$ cat src/rtl/capture_sequencer.sv
// Camera capture sequencer: synchronises raw camera timing, tracks lines/window and feeds RGB444 queues.
// Optional FRAME_STATS_EN adds saturating frame_cnt/drop_cnt outputs.
module capture_sequencer #(
    parameter int LINE_W      = 10,
    parameter int SYNC_STAGES = 2
) (
    input  logic              clk,
    input  logic              res_n,
    input  logic              vsync,
    input  logic              href,
    input  logic              pclk,
    input  logic [7:0]        din,
    input  logic              cfg_enable,
    input  logic [LINE_W-1:0] cfg_line_start,
    input  logic [LINE_W-1:0] cfg_line_end,
    input  logic              q_rful,
    input  logic              q_gful,
    input  logic              q_bful,
    output logic              shoot,
    output logic              odd,
    output logic [7:0]        dout,
    output logic [LINE_W-1:0] line_cnt,
    output logic              busy,
    output logic              frame_done,
`ifdef FRAME_STATS_EN
    output logic [15:0]       frame_cnt,
    output logic [15:0]       drop_cnt,
`endif
    output logic              overflow
);
    typedef enum logic [2:0] {IDLE, WAIT_VS, WAIT_LINE, CAPTURE, FRAME_END} state_t;
    state_t state, state_nx;

    logic [SYNC_STAGES-1:0]      vs_sr, hr_sr, pc_sr;
    logic [SYNC_STAGES-1:0][7:0] din_sr;
    logic vs_d, hr_d, pc_d;
    logic phase, drop_pix;

    always_ff @(posedge clk or negedge res_n) begin
        if (!res_n) begin
            vs_sr  <= '0;
            hr_sr  <= '0;
            pc_sr  <= '0;
            din_sr <= '0;
            vs_d   <= 1'b0;
            hr_d   <= 1'b0;
            pc_d   <= 1'b0;
        end else begin
            vs_sr  <= {vs_sr[SYNC_STAGES-2:0], vsync};
            hr_sr  <= {hr_sr[SYNC_STAGES-2:0], href};
            pc_sr  <= {pc_sr[SYNC_STAGES-2:0], pclk};
            din_sr <= {din_sr[SYNC_STAGES-2:0], din};
            vs_d   <= vs_sr[SYNC_STAGES-1];
            hr_d   <= hr_sr[SYNC_STAGES-1];
            pc_d   <= pc_sr[SYNC_STAGES-1];
        end
    end

    logic vs_rise, vs_fall, hr_rise, hr_fall, strobe;
    logic [7:0] din_s;
    assign vs_rise = vs_sr[SYNC_STAGES-1] & ~vs_d;
    assign vs_fall = ~vs_sr[SYNC_STAGES-1] & vs_d;
    assign hr_rise = hr_sr[SYNC_STAGES-1] & ~hr_d;
    assign hr_fall = ~hr_sr[SYNC_STAGES-1] & hr_d;
    assign strobe  = pc_sr[SYNC_STAGES-1] & ~pc_d;
    assign din_s   = din_sr[SYNC_STAGES-1];

    // vsync rise inside a line closes the line exactly like an href fall
    logic line_end, cap_stb, in_win, q_full, drop_evt;
    assign line_end = hr_fall | vs_rise;
    assign cap_stb  = (state == CAPTURE) && strobe && !line_end;
    assign in_win   = (line_cnt >= cfg_line_start) && (line_cnt <= cfg_line_end);
    assign q_full   = q_rful | q_gful | q_bful;
    assign drop_evt = cap_stb && !phase && in_win && q_full;

    always_ff @(posedge clk or negedge res_n) begin
        if (!res_n) state <= IDLE;
        else        state <= state_nx;
    end

    always_comb begin
        state_nx = state;
        case (state)
            IDLE:      if (cfg_enable) state_nx = WAIT_VS;
            WAIT_VS:   if (vs_fall) state_nx = WAIT_LINE;
            WAIT_LINE: if (vs_rise) state_nx = FRAME_END;
                       else if (hr_rise) state_nx = CAPTURE;
            CAPTURE:   if (vs_rise) state_nx = FRAME_END;
                       else if (hr_fall) state_nx = WAIT_LINE;
            FRAME_END: state_nx = cfg_enable ? WAIT_VS : IDLE;
            default:   state_nx = IDLE;
        endcase
    end

    assign busy       = (state != IDLE);
    assign frame_done = (state == FRAME_END);

    always_ff @(posedge clk or negedge res_n) begin
        if (!res_n) begin
            shoot    <= 1'b0;
            odd      <= 1'b1;
            dout     <= '0;
            line_cnt <= '0;
            overflow <= 1'b0;
            phase    <= 1'b0;
            drop_pix <= 1'b0;
        end else begin
            shoot <= 1'b0;
            if (state == IDLE && cfg_enable) overflow <= 1'b0;
            if (state == WAIT_VS && vs_fall) line_cnt <= '0;
            if (state == WAIT_LINE && hr_rise && !vs_rise) begin
                odd      <= 1'b1;
                phase    <= 1'b0;
                drop_pix <= 1'b0;
            end
            if (state == CAPTURE && line_end) begin
                if (line_cnt != '1) line_cnt <= line_cnt + LINE_W'(1);
                if (phase && in_win) overflow <= 1'b1;
            end
            if (cap_stb) begin
                phase <= ~phase;
                odd   <= ~phase;
                dout  <= din_s;
                // full flags only matter at the red byte; the g/b byte follows its fate
                if (!phase) begin
                    drop_pix <= drop_evt;
                    if (drop_evt) overflow <= 1'b1;
                    else if (in_win) shoot <= 1'b1;
                end else begin
                    drop_pix <= 1'b0;
                    if (in_win && !drop_pix) shoot <= 1'b1;
                end
            end
        end
    end

`ifdef FRAME_STATS_EN
    always_ff @(posedge clk or negedge res_n) begin
        if (!res_n) begin
            frame_cnt <= '0;
            drop_cnt  <= '0;
        end else begin
            if (frame_done && frame_cnt != 16'hFFFF) frame_cnt <= frame_cnt + 16'd1;
            if (drop_evt && drop_cnt != 16'hFFFF) drop_cnt <= drop_cnt + 16'd1;
        end
    end
`endif
endmodule

$ cat config.mk
export PLATFORM = sky130hd
export DESIGN_NAME = capture_sequencer
export DESIGN_NICKNAME = d
export VERILOG_FILES = /design/src/rtl/capture_sequencer.sv
export SDC_FILE = /design/constraint.sdc
export NUM_CORES = 1
export LEC_CHECK = 0
export CORE_UTILIZATION = 35
export DETAILED_ROUTE_END_ITERATION = 10
export GPL_TIMING_DRIVEN = 0
export PLACE_DENSITY_LB_ADDON = 0.1
export RECOVER_POWER = 50
export SKIP_CTS_REPAIR_TIMING = 1
export SLEW_MARGIN = 20
export SYNTH_ARGS = -nofsm -noshare
export SYNTH_HDL_FRONTEND = slang
export SYNTH_SLANG_ARGS = --single-unit
$ cat constraint.sdc
create_clock -name clk -period 2.4 [get_ports clk]
set_input_delay 0.6 -clock clk [delete_from_list [all_inputs] [get_ports clk]]
set_output_delay 0.6 -clock clk [all_outputs]
set_load 0.02 [all_outputs]
# [Word level (Yosys, flattened, before mapping)]
# Cells that the tools add are included.
[classes] n_eq_ne=9 bitwise=14 n_mux=28 add_sub_neg=1 magnitude_cmp=2 reduce_logical=21
[ops] operator="$mux 10" count=3
[ops] operator="$mux 1" count=18
[ops] operator="$mux 3" count=6
[ops] operator="$pmux 3 s5" count=1
[ops] operator="$logic_and 1x1->1" count=13
[ops] operator="$add 10x1->10 const B" count=1
[ops] operator="$ge 10x10->1" count=1
[ops] operator="$le 10x10->1" count=1
[ops] operator="$ne 10x10->1 const B" count=1
[ops] operator="$eq 3x2->1 const B" count=2
[ops] operator="$ne 3x3->1 const B" count=2
[ops] operator="$not 1->1" count=6
[ops] operator="$and 1x1->1" count=5
[ops] operator="$logic_not 1->1" count=4
[ops] operator="$ne 2x2->1 const B" count=2
[ops] operator="$reduce_and 4->1" count=1
[ops] operator="$eq 3x1->1 const B" count=1
[ops] operator="$eq 3x3->1 const B" count=1
[ops] operator="$logic_not 3->1" count=1
[ops] operator="$or 1x1->1" count=3
[ops] operator="$reduce_bool 3->1" count=1
[ops] operator="$reduce_bool 2->1" count=1
[totals] regBits=51 word_cells=91 output_inout_bits=23

# [Longest topological paths before layout]
# Gate-level depths: netlist of run 1.
[logic_depth] ltp_word=11 ltp_mapped=7

# [Worst setup path after synthesis of run 1]
# Ideal clock, no wire load.
[synth_timing] path_type="input to register" from="input port cfg_line_end[9]" to="register drop_pix" path_slack_ns=0.531 arrival_time_ns=1.731 stages=7 t_required_ns=2.261 cell_sequence="inv_1 -> ha_1 -> nand2_1 -> o21ai_0 -> nor4b_1 -> o32ai_1 -> o21ai_0"
[synth_between] elab_chain_len=6
[synth_rtl] item="start, declared" line="15" text="input logic [LINE_W-1:0] cfg_line_end,"
[synth_rtl] item="$le 10x10->1" line="72" text="assign in_win = (line_cnt >= cfg_line_start) && (line_cnt <= cfg_line_end);"
[synth_rtl] item="$logic_and 1x1->1" line="72"
[synth_rtl] item="$logic_and 1x1->1 (2 in series)" line="74" text="assign drop_evt = cap_stb && !phase && in_win && q_full;"
[synth_rtl] item="$mux 1" line="125" text="if (!phase) begin"
[synth_rtl] item="$mux 1" line="120" text="if (cap_stb) begin"
[synth_rtl] item="end signal, assigned" line="126" text="drop_pix <= drop_evt;"
[synth_rtl] item="end, declared" line="37" text="logic phase, drop_pix;"
# Every way passes these cells.
# A chain may end at the register's enable or synchronous reset.

# [Worst setup path after layout of run 1]
# Same ends and word-level chain as after synthesis.

==> run summary, run 1 <==
The remaining max-slew budget at the tightest pin is 17.8%. The flow ran to the end, and the final reports show no timing, DRC or antenna violations. The count of unresolved DRC violations after routing came out at 0. The routed wire length came out at 4580 µm. The number of buffers inserted by port buffering came out at 59. The critical path required time came out at 2.58 ns. The critical path is of the in2reg type. The average detailed-routed wire length per instance came out at 12.0 µm. The routability congestion estimate from global placement came out at 0.743. The number of instances in the synthesized netlist is 220.

The worst hold path class is reg2reg. The proportion of register bits with asynchronous set or reset after synthesis came out at 100%. Setup violations remaining at the end of the flow were counted as 0. After clock tree synthesis, the clock-pin slew on the worst setup and hold paths is 0.09 ns. The number of slew-limit violations in the final report is 0.

60 I/O pins were placed. The final critical-path share of the clock period came out at 95.6%. Entering global routing, the biggest net connects 52 pins. Setup repair after global routing left no endpoint under its margin. Power comes to 2.53 mW. The shortest period the worst path allows is 2.29 ns.

The synthesized design contains 51 register bits. 0 antenna diodes ended up in the layout. The post-synthesis cell type count came out at 42. The layout net count is 344. The number of enable flip-flop cells after synthesis is 0. The wire length of the first global-routing pass came out at 7730 µm.

The estimated wirelength of the detail-placed design is 3350 µm. Setup total negative slack on the finished layout was measured at 0 ns. The timing-limited maximum frequency came out at 436 MHz. The number of nets in the synthesized netlist came out at 278. The data arrival time of the critical path came out at 2.47 ns. The total number of clock tree sinks is 51. For the pin with the worst max-slew slack, the measured transition is 1.23 ns.

The number of detailed-route iterations in the first pass came out at 4. After detailed routing, the number of vias per cell comes to 4.57. By area the synthesized netlist is led by sky130_fd_sc_hd__dfrtp_1 (51%), sky130_fd_sc_hd__ha_1 (11%), sky130_fd_sc_hd__mux2_2 (4.1%), sky130_fd_sc_hd__inv_1 (3.5%), sky130_fd_sc_hd__nand2_1 (3.2%).

STA classifies the critical path endpoint as a flop. The die height came out at 85.8 µm. STA classifies the critical path startpoint as an input port. The synthesized design spends more area on one cell type than any other, namely sky130_fd_sc_hd__dfrtp_1.

The H-tree was split into 2 levels. The share of synthesized area in the top cell type comes to 50.9%. The growth of design area from synthesis to finish is 34.3%. The share of the Yosys chip area taken by registers is 51.9%. The final global-route overflow total is 0. The setup clock skew after layout came out at 0.0105 ns. The die outline width came out at 85.8 µm. The power density over cell area is 765 mW/mm². The clock insertion delay at the later pin of the skew report is 0.30 ns. The maximum clock insertion buffer count came out at 2. The overall via count from detail_route is 1751. The floorplan has 30 rows.

For this run, the leading register cell type out of synthesis is sky130_fd_sc_hd__dfrtp_1. The count of max-cap constraint violations came out at 0. The maximum fanout along the worst path is 3. The hold violation total from the final report is 0.

The DRC violation total after the first TritonRoute iteration is 71. The combined global-route utilization of all metal layers is 13.4%. The placeable core area is 0.00679 mm². Cells fill 48.6% of the core in the end. The number of antenna violations at the first check in global routing is 0. In this run the clock root is driven by a sky130_fd_sc_hd__clkbuf_8. The area enclosed by the die boundary is 0.00737 mm². The clock tree from TritonCTS is done.

The number of buffers created by CTS is 5. The remaining antenna violation count is 0. The leakage dissipation came out at 1.56 nW. The total of warnings raised by yosys came out at 0. The synthesized netlist occupies a cell area of 0.00246 mm². The ratio of cells with drive above 1 in the final layout came out at 11.8%. The maximum VDD drop came out at 0.375 mV. The mean area per synthesized cell came out at 11.2 µm².

Once the floorplan was initialized, standard cells occupied 36.2% of the core. The number of global-route vias before repair came out at 1675.
metrics by stage:
| stage | setup WS (ns) | instances | area, µm² | hold WS, ns |
|---|---|---|---|---|
| 6_report | 0.106 | 383 | 3300 | 0.353 |
| 5_1_grt | 0.0503 | 383 | 3300 | 0.366 |
| 4_1_cts | -0.00432 | 383 | 3290 | 0.331 |
| 3_5_place_dp | -0.333 | 375 | 3170 | 0.335 |
| 3_3_place_gp | -0.765 | 375 | 3170 | 0.333 |
| 2_1_floorplan | 0.531 | 220 | 2460 | 0.304 |
routing by layer:
metal	GRT usage, %	up-vias	share of wire [%]	wire length (µm)
met5	0	-	0	0
met4	3.64	0	1.1	50
met3	3.27	4	5.1	234
met2	22.8	47	48	2180
met1	17.0	798	46	2110
li1	-	902	-	-
worst max-delay path, cell delays in order:
cell,delay (ns)
sky130_fd_sc_hd__clkdlybuf4s50_1,0.46
sky130_fd_sc_hd__inv_1,0.04
sky130_fd_sc_hd__ha_1,0.31
sky130_fd_sc_hd__nand2_1,0.09
sky130_fd_sc_hd__o21ai_0,0.31
sky130_fd_sc_hd__nor4b_2,0.10
sky130_fd_sc_hd__o32ai_2,0.42
sky130_fd_sc_hd__o21ai_0,0.14
synth_stat cells, types with 2 or more instances:
cell type	number
sky130_fd_sc_hd__nor4_1	3
sky130_fd_sc_hd__a21o_1	3
sky130_fd_sc_hd__nand4_1	5
sky130_fd_sc_hd__mux2i_1	4
sky130_fd_sc_hd__a22oi_1	3
sky130_fd_sc_hd__o21ai_0	10
sky130_fd_sc_hd__nand2_1	21
sky130_fd_sc_hd__o31ai_1	2
sky130_fd_sc_hd__a21oi_1	13
sky130_fd_sc_hd__and2_1	2
sky130_fd_sc_hd__inv_1	23
sky130_fd_sc_hd__buf_4	4
sky130_fd_sc_hd__nand2b_1	5
sky130_fd_sc_hd__ha_1	21
sky130_fd_sc_hd__mux2_2	9
sky130_fd_sc_hd__a31oi_1	2
sky130_fd_sc_hd__nand3_1	3
sky130_fd_sc_hd__nor3_1	4
sky130_fd_sc_hd__nor2b_1	2
sky130_fd_sc_hd__nor2_1	9
sky130_fd_sc_hd__dfrtp_1	50
sky130_fd_sc_hd__nor4_4	2
power by group:
group          leakage, nW  internal, mW  switching [mW]
registers            0.632          1.00          0.0962
clock network       0.0618         0.343           0.279
logic                0.870         0.407           0.399
cells by family (layout without fill, tap and decap cells):
group	count (synthesis)	count (layout)	share of synthesized area [%]
flip-flops	51	51	51.9
buffers and inverters	27	94	4.73
AND/OR/NAND/NOR	67	67	16.4
adder cells (fa/ha/maj)	21	21	10.7
AO/OA/AOI/OAI	40	40	10.1
XOR/XNOR	1	1	0.356
multiplexers	13	13	5.75
area by class of cell:
| type | count | area [µm²] |
|---|---|---|
| Inverter | 23 | 86.3 |
| Buffer | 4 | 30.0 |
| Sequential cell | 51 | 1280 |
| Tap cell | 96 | 120 |
| Clock inverter | 2 | 38.8 |
| Multi-Input combinational cell | 142 | 1080 |
| Clock buffer | 6 | 82.6 |
| Fill cell | 650 | 3490 |
| Timing Repair Buffer | 59 | 588 |
cells in the final DEF (no fill, tap or decap), types with 2 or more instances in the layout:
cell / Yosys / final
sky130_fd_sc_hd__buf_4: 4 / 4
sky130_fd_sc_hd__nor2b_1: 2 / 2
sky130_fd_sc_hd__inv_1: 23 / 23
sky130_fd_sc_hd__a21o_1: 3 / 3
sky130_fd_sc_hd__a22oi_1: 3 / 3
sky130_fd_sc_hd__o21ai_0: 10 / 10
sky130_fd_sc_hd__nand2_1: 21 / 21
sky130_fd_sc_hd__nor4_1: 3 / 3
sky130_fd_sc_hd__mux2_2: 9 / 9
sky130_fd_sc_hd__a31oi_1: 2 / 2
sky130_fd_sc_hd__nand3_1: 3 / 3
sky130_fd_sc_hd__clkbuf_8: 0 / 6
sky130_fd_sc_hd__nor2_1: 9 / 9
sky130_fd_sc_hd__a21oi_1: 13 / 13
sky130_fd_sc_hd__mux2i_1: 4 / 4
sky130_fd_sc_hd__and2_1: 2 / 2
sky130_fd_sc_hd__nor4_4: 2 / 2
sky130_fd_sc_hd__clkdlybuf4s50_1: 0 / 46
sky130_fd_sc_hd__nand4_1: 5 / 5
sky130_fd_sc_hd__dfrtp_1: 50 / 50
sky130_fd_sc_hd__nor3_1: 4 / 4
sky130_fd_sc_hd__nand2b_1: 5 / 5
sky130_fd_sc_hd__dlygate4sd3_1: 0 / 11
sky130_fd_sc_hd__ha_1: 21 / 21
sky130_fd_sc_hd__o31ai_1: 2 / 2
final timing paths:
path | slack, ns | from | depth (start not counted) | endpoint
setup / recovery | 0.11 | cfg_line_end[9] | 8 | drop_pix$_DFFE_PN0P_
hold / removal | 0.35 | pc_sr[0]$_DFF_PN0_ | 0 | pc_sr[1]$_DFF_PN0_
setup reg to reg | 0.39 | line_cnt[9]$_DFF_PN0_ | 6 | drop_pix$_DFFE_PN0P_
hold reg to reg | 0.35 | pc_sr[0]$_DFF_PN0_ | 0 | pc_sr[1]$_DFF_PN0_
max in group asynchronous | 1.10 | res_n | 1 | hr_sr[0]$_DFF_PN0_
min in group asynchronous | 0.54 | res_n | 1 | din_sr[5]$_DFF_PN0_
sequential cells by signal, indices dropped and copies added, names as in the netlist:
| register | count |
|---|---|
| drop_pix | 1 |
| dout | 8 |
| pc_sr | 2 |
| pc_d | 1 |
| hr_d | 1 |
| din_sr | 8 |
| phase | 1 |
| din_s | 8 |
| shoot | 1 |
| state | 3 |
| line_cnt | 10 |
| overflow | 1 |
| hr_sr | 2 |
| vs_d | 1 |
| vs_sr | 2 |
| odd | 1 |
Power figures use the tool's default switching activity.
==> inputs of run 2 (changes only) <==
- CORE_UTILIZATION: 35 -> 49
- MAX_ROUTING_LAYER: unset -> met4
==> run 2 against run 1 <==
Net effect:
- worst hold slack worse by 0.0013 ns
- first-iteration DRC count is 41% lower
- maximum frequency fell by 1.2%
- setup slack lost 0.029 ns
- clock power is 18% lower
- global-route usage grew 5.1 points
- register-to-register slack improved by 0.08 ns
- cell count shrank 7.3%
- design area decreased by 1.8%
- largest power group unchanged
==> run summary, run 2 (synthesis gave the netlist of run 1 again) <==
The run finished with clean final reports. The data arrival time of the critical path is 1.72 ns (-0.75 ns). The number of buffers created by CTS was 5 (unchanged).

The actual slew at the worst max-slew pin is 0.908 ns (-0.325 ns). The number of placed I/O pins is 60 (unchanged). The count of max-cap constraint violations is 0 (unchanged). The maximum fanout along the worst path came out at 9 (+6). The DRC violation total after the first TritonRoute iteration came out at 42 (-41%). The final cell area excluding filler cells is 0.00324 mm² (-1.8%). The layout net count came out at 345 (+0.29%). The estimated wirelength of the detail-placed design was 3400 µm (+1.4%).

The flip-flop count of the largest register, all copies and words added came to 10 (unchanged). The power density over cell area was 746 mW/mm² (-2.6%). The number of stages on the worst hold path is 0 (unchanged). The number of global-route vias before repair is 1602 (-4.4%). The maximum number of pins on one net before global-route repair was 35 (-33%). The maximum clock insertion buffer count is 2 (unchanged). Clock tree synthesis selected as its root buffer the cell sky130_fd_sc_hd__clkbuf_8.

Setup repair after global routing left no endpoint under its margin. The final count of negative-setup-slack endpoints was 0 (unchanged). The maximum VDD drop came out at 0.597 mV (+59%). The count of unresolved DRC violations after routing came out at 0 (unchanged). The type of element launching the critical path is a flop.

The per-cell via count in the routed design is 5.10 (+12%). The internal power consumption is 1.65 mW (-6.0%). The routed length on met3 is 233 µm (-0.43%). The die height came out at 72.9 µm (-15%).

The path class of the tightest hold or removal check is reg2reg. The switching power of the nets came to 0.769 mW (-0.60%). The area enclosed by the die boundary came out at 0.00531 mm² (-28%). The remaining antenna violation count came out at 0 (unchanged).

The diode insertion count for antenna repair came out at 0 (unchanged). The combined global-route utilization of all metal layers came out at 18.5% (+5.1 points). The worst setup path is captured at an output pin. The relative contribution of combinational cells to total power is 33.4% (+1.5 points). The sequential group share of total power is 45.6% (+2.1 points). In the layout the commonest cells are sky130_fd_sc_hd__dfrtp_1 (50), sky130_fd_sc_hd__clkdlybuf4s50_1 (48), sky130_fd_sc_hd__inv_1 (23).

More flip-flops sit in one register than any other, and that register is line_cnt. The hold violation total from the final report was 0 (unchanged). The number of slew-limit violations in the final report is 0 (unchanged).

The placement-stage cell area came out at 0.00315 mm² (-0.59%). The net switching fraction of the power is 31.8% (+1.2 points). The die outline width is 72.9 µm (-15%). The total number of clock tree sinks was 51 (unchanged). The wire length of the first global-routing pass came out at 7040 µm (-8.9%). The number of H-tree levels is 2 (unchanged). The routed wire length on met2 is 2210 µm (+1.1%). The proportion of power drawn by the clock network came out at 21.0% (-3.6 points). The timing-limited maximum frequency came out at 431 MHz (-1.2%). The number of cells traversed by the worst register-to-register path is 6 (unchanged). Leaving out fill and tap cells, the most frequent cell in the layout is sky130_fd_sc_hd__dfrtp_1. The number of placed instances with taps included is 347 (-7.5%).

The shortest period the worst path allows is 2.32 ns (+0.0287 ns). The critical path in this run is classified as reg2out. The overall via count from detail_route is 1812 (+3.5%). The growth of design area from synthesis to finish is 31.8%.

The average detailed-routed wire length per instance is 12.7 µm (+5.9%). The starting density of the core came out at 51.4% (+15 points). Among all stages on the critical path, the largest delay is contributed by sky130_fd_sc_hd__clkdlybuf4s50_1. The remaining max-slew budget at the tightest pin came out at 39.5% (+22 points). The placeable core area is 0.00479 mm² (-30%).

The CTS clock-pin slew for the worst setup and hold paths was 0.08 ns (about the same). The routability congestion estimate from global placement came to 0.787 (+6.0%). The maximum single-stage delay on the critical path is 0.54 ns (+0.08 ns). The number of detailed-route iterations in the first pass came out at 4 (unchanged). The leakage dissipation came out at 1.55 nW (-0.97%). The non-filler instance count after layout is 355 (-7.3%). TritonCTS built the clock tree.

The clock insertion delay at the later pin of the skew report came out at 0.30 ns (about the same). The share of the core filled with cells is 67.8% (+19 points). The final global-route overflow total came out at 0 (unchanged).

The number of rows created at floorplan came to 25 (-17%). The critical path required time is 1.80 ns (-0.78 ns). The number of antenna violations at the first check in global routing is 0 (unchanged). The total power is 2.42 mW (-4.3%).

The final critical-path share of the clock period came out at 96.8% (+1.2 points). Traced cell by cell, the critical path runs through buf_4 > or3_1 > clkdlybuf4s50_1. The number of buffers inserted by port buffering is 59 (unchanged). The setup clock skew after layout came to 0.00895 ns (-0.00159 ns). The met1 layer wirelength in the final routing came out at 2000 µm (-5.2%). The ratio of cells with drive above 1 in the final layout is 11.8% (-0.041 points). The highest layer touched by signal routing is met4.

The routed wire length is 4490 µm (-1.8%).
run 2: critical path: cells and delay by family, from the launching register on:
| family | cells | cell delay (ns) |
|---|---|---|
| buf+inv | 2 | 0.70 |
| flops | 1 | 0.36 |
| simple gates | 1 | 0.36 |
run 2: per-stage QoR:
step	hold WS [ns]	worst slack [ns]	setup TNS, ns
floorplan	0.304	0.531	0
global placement	0.332	-0.699	-35.89
detailed placement	0.336	-0.366	-0.971
CTS	0.236	-0.0440	-0.0601
global route	0.363	0.00243	0
finish	0.352	0.0774	0
run 2: power groups by stage:
stage / logic (mW) / clock network (mW) / registers (mW)
5_1_grt: 0.882 / 0.559 / 1.13
3_3_place_gp: 0.802 / 0 / 1.12
2_1_floorplan: 0.367 / 0 / 1.21
3_5_place_dp: 0.821 / 0 / 1.12
4_1_cts: 0.826 / 0.528 / 1.10
6_report: 0.807 / 0.507 / 1.10
run 2: metal layers:
layer  vias up  global-route usage (%)
met5         -                       -
met4         0                    6.10
met3         6                    4.42
met2        53                    31.3
met1       844                    21.7
li1        909                       -
run 2: layout make-up:
class	instances	area [µm²]
plain buffers	4	30.0
clock buffers	6	82.6
fillers	391	1540
flip-flops and latches	51	1280
repair buffers	60	589
clock inverters	2	13.8
well taps	67	83.8
inverters	23	86.3
multi-input cells	142	1080
run 2: final timing paths:
| kind | startpoint | end | slack, ns |
|---|---|---|---|
| hold / removal | vs_sr[0]$_DFF_PN0_ | vs_sr[1]$_DFF_PN0_ | 0.35 |
| setup reg to reg | line_cnt[5]$_DFF_PN0_ | drop_pix$_DFFE_PN0P_ | 0.47 |
| max in group asynchronous | res_n | din_sr[4]$_DFF_PN0_ | 0.71 |
| setup / recovery | state[1]$_DFFE_PN0P_ | busy | 0.08 |
| min in group asynchronous | res_n | overflow$_DFF_PN0_ | 0.40 |
| hold reg to reg | vs_sr[0]$_DFF_PN0_ | vs_sr[1]$_DFF_PN0_ | 0.35 |
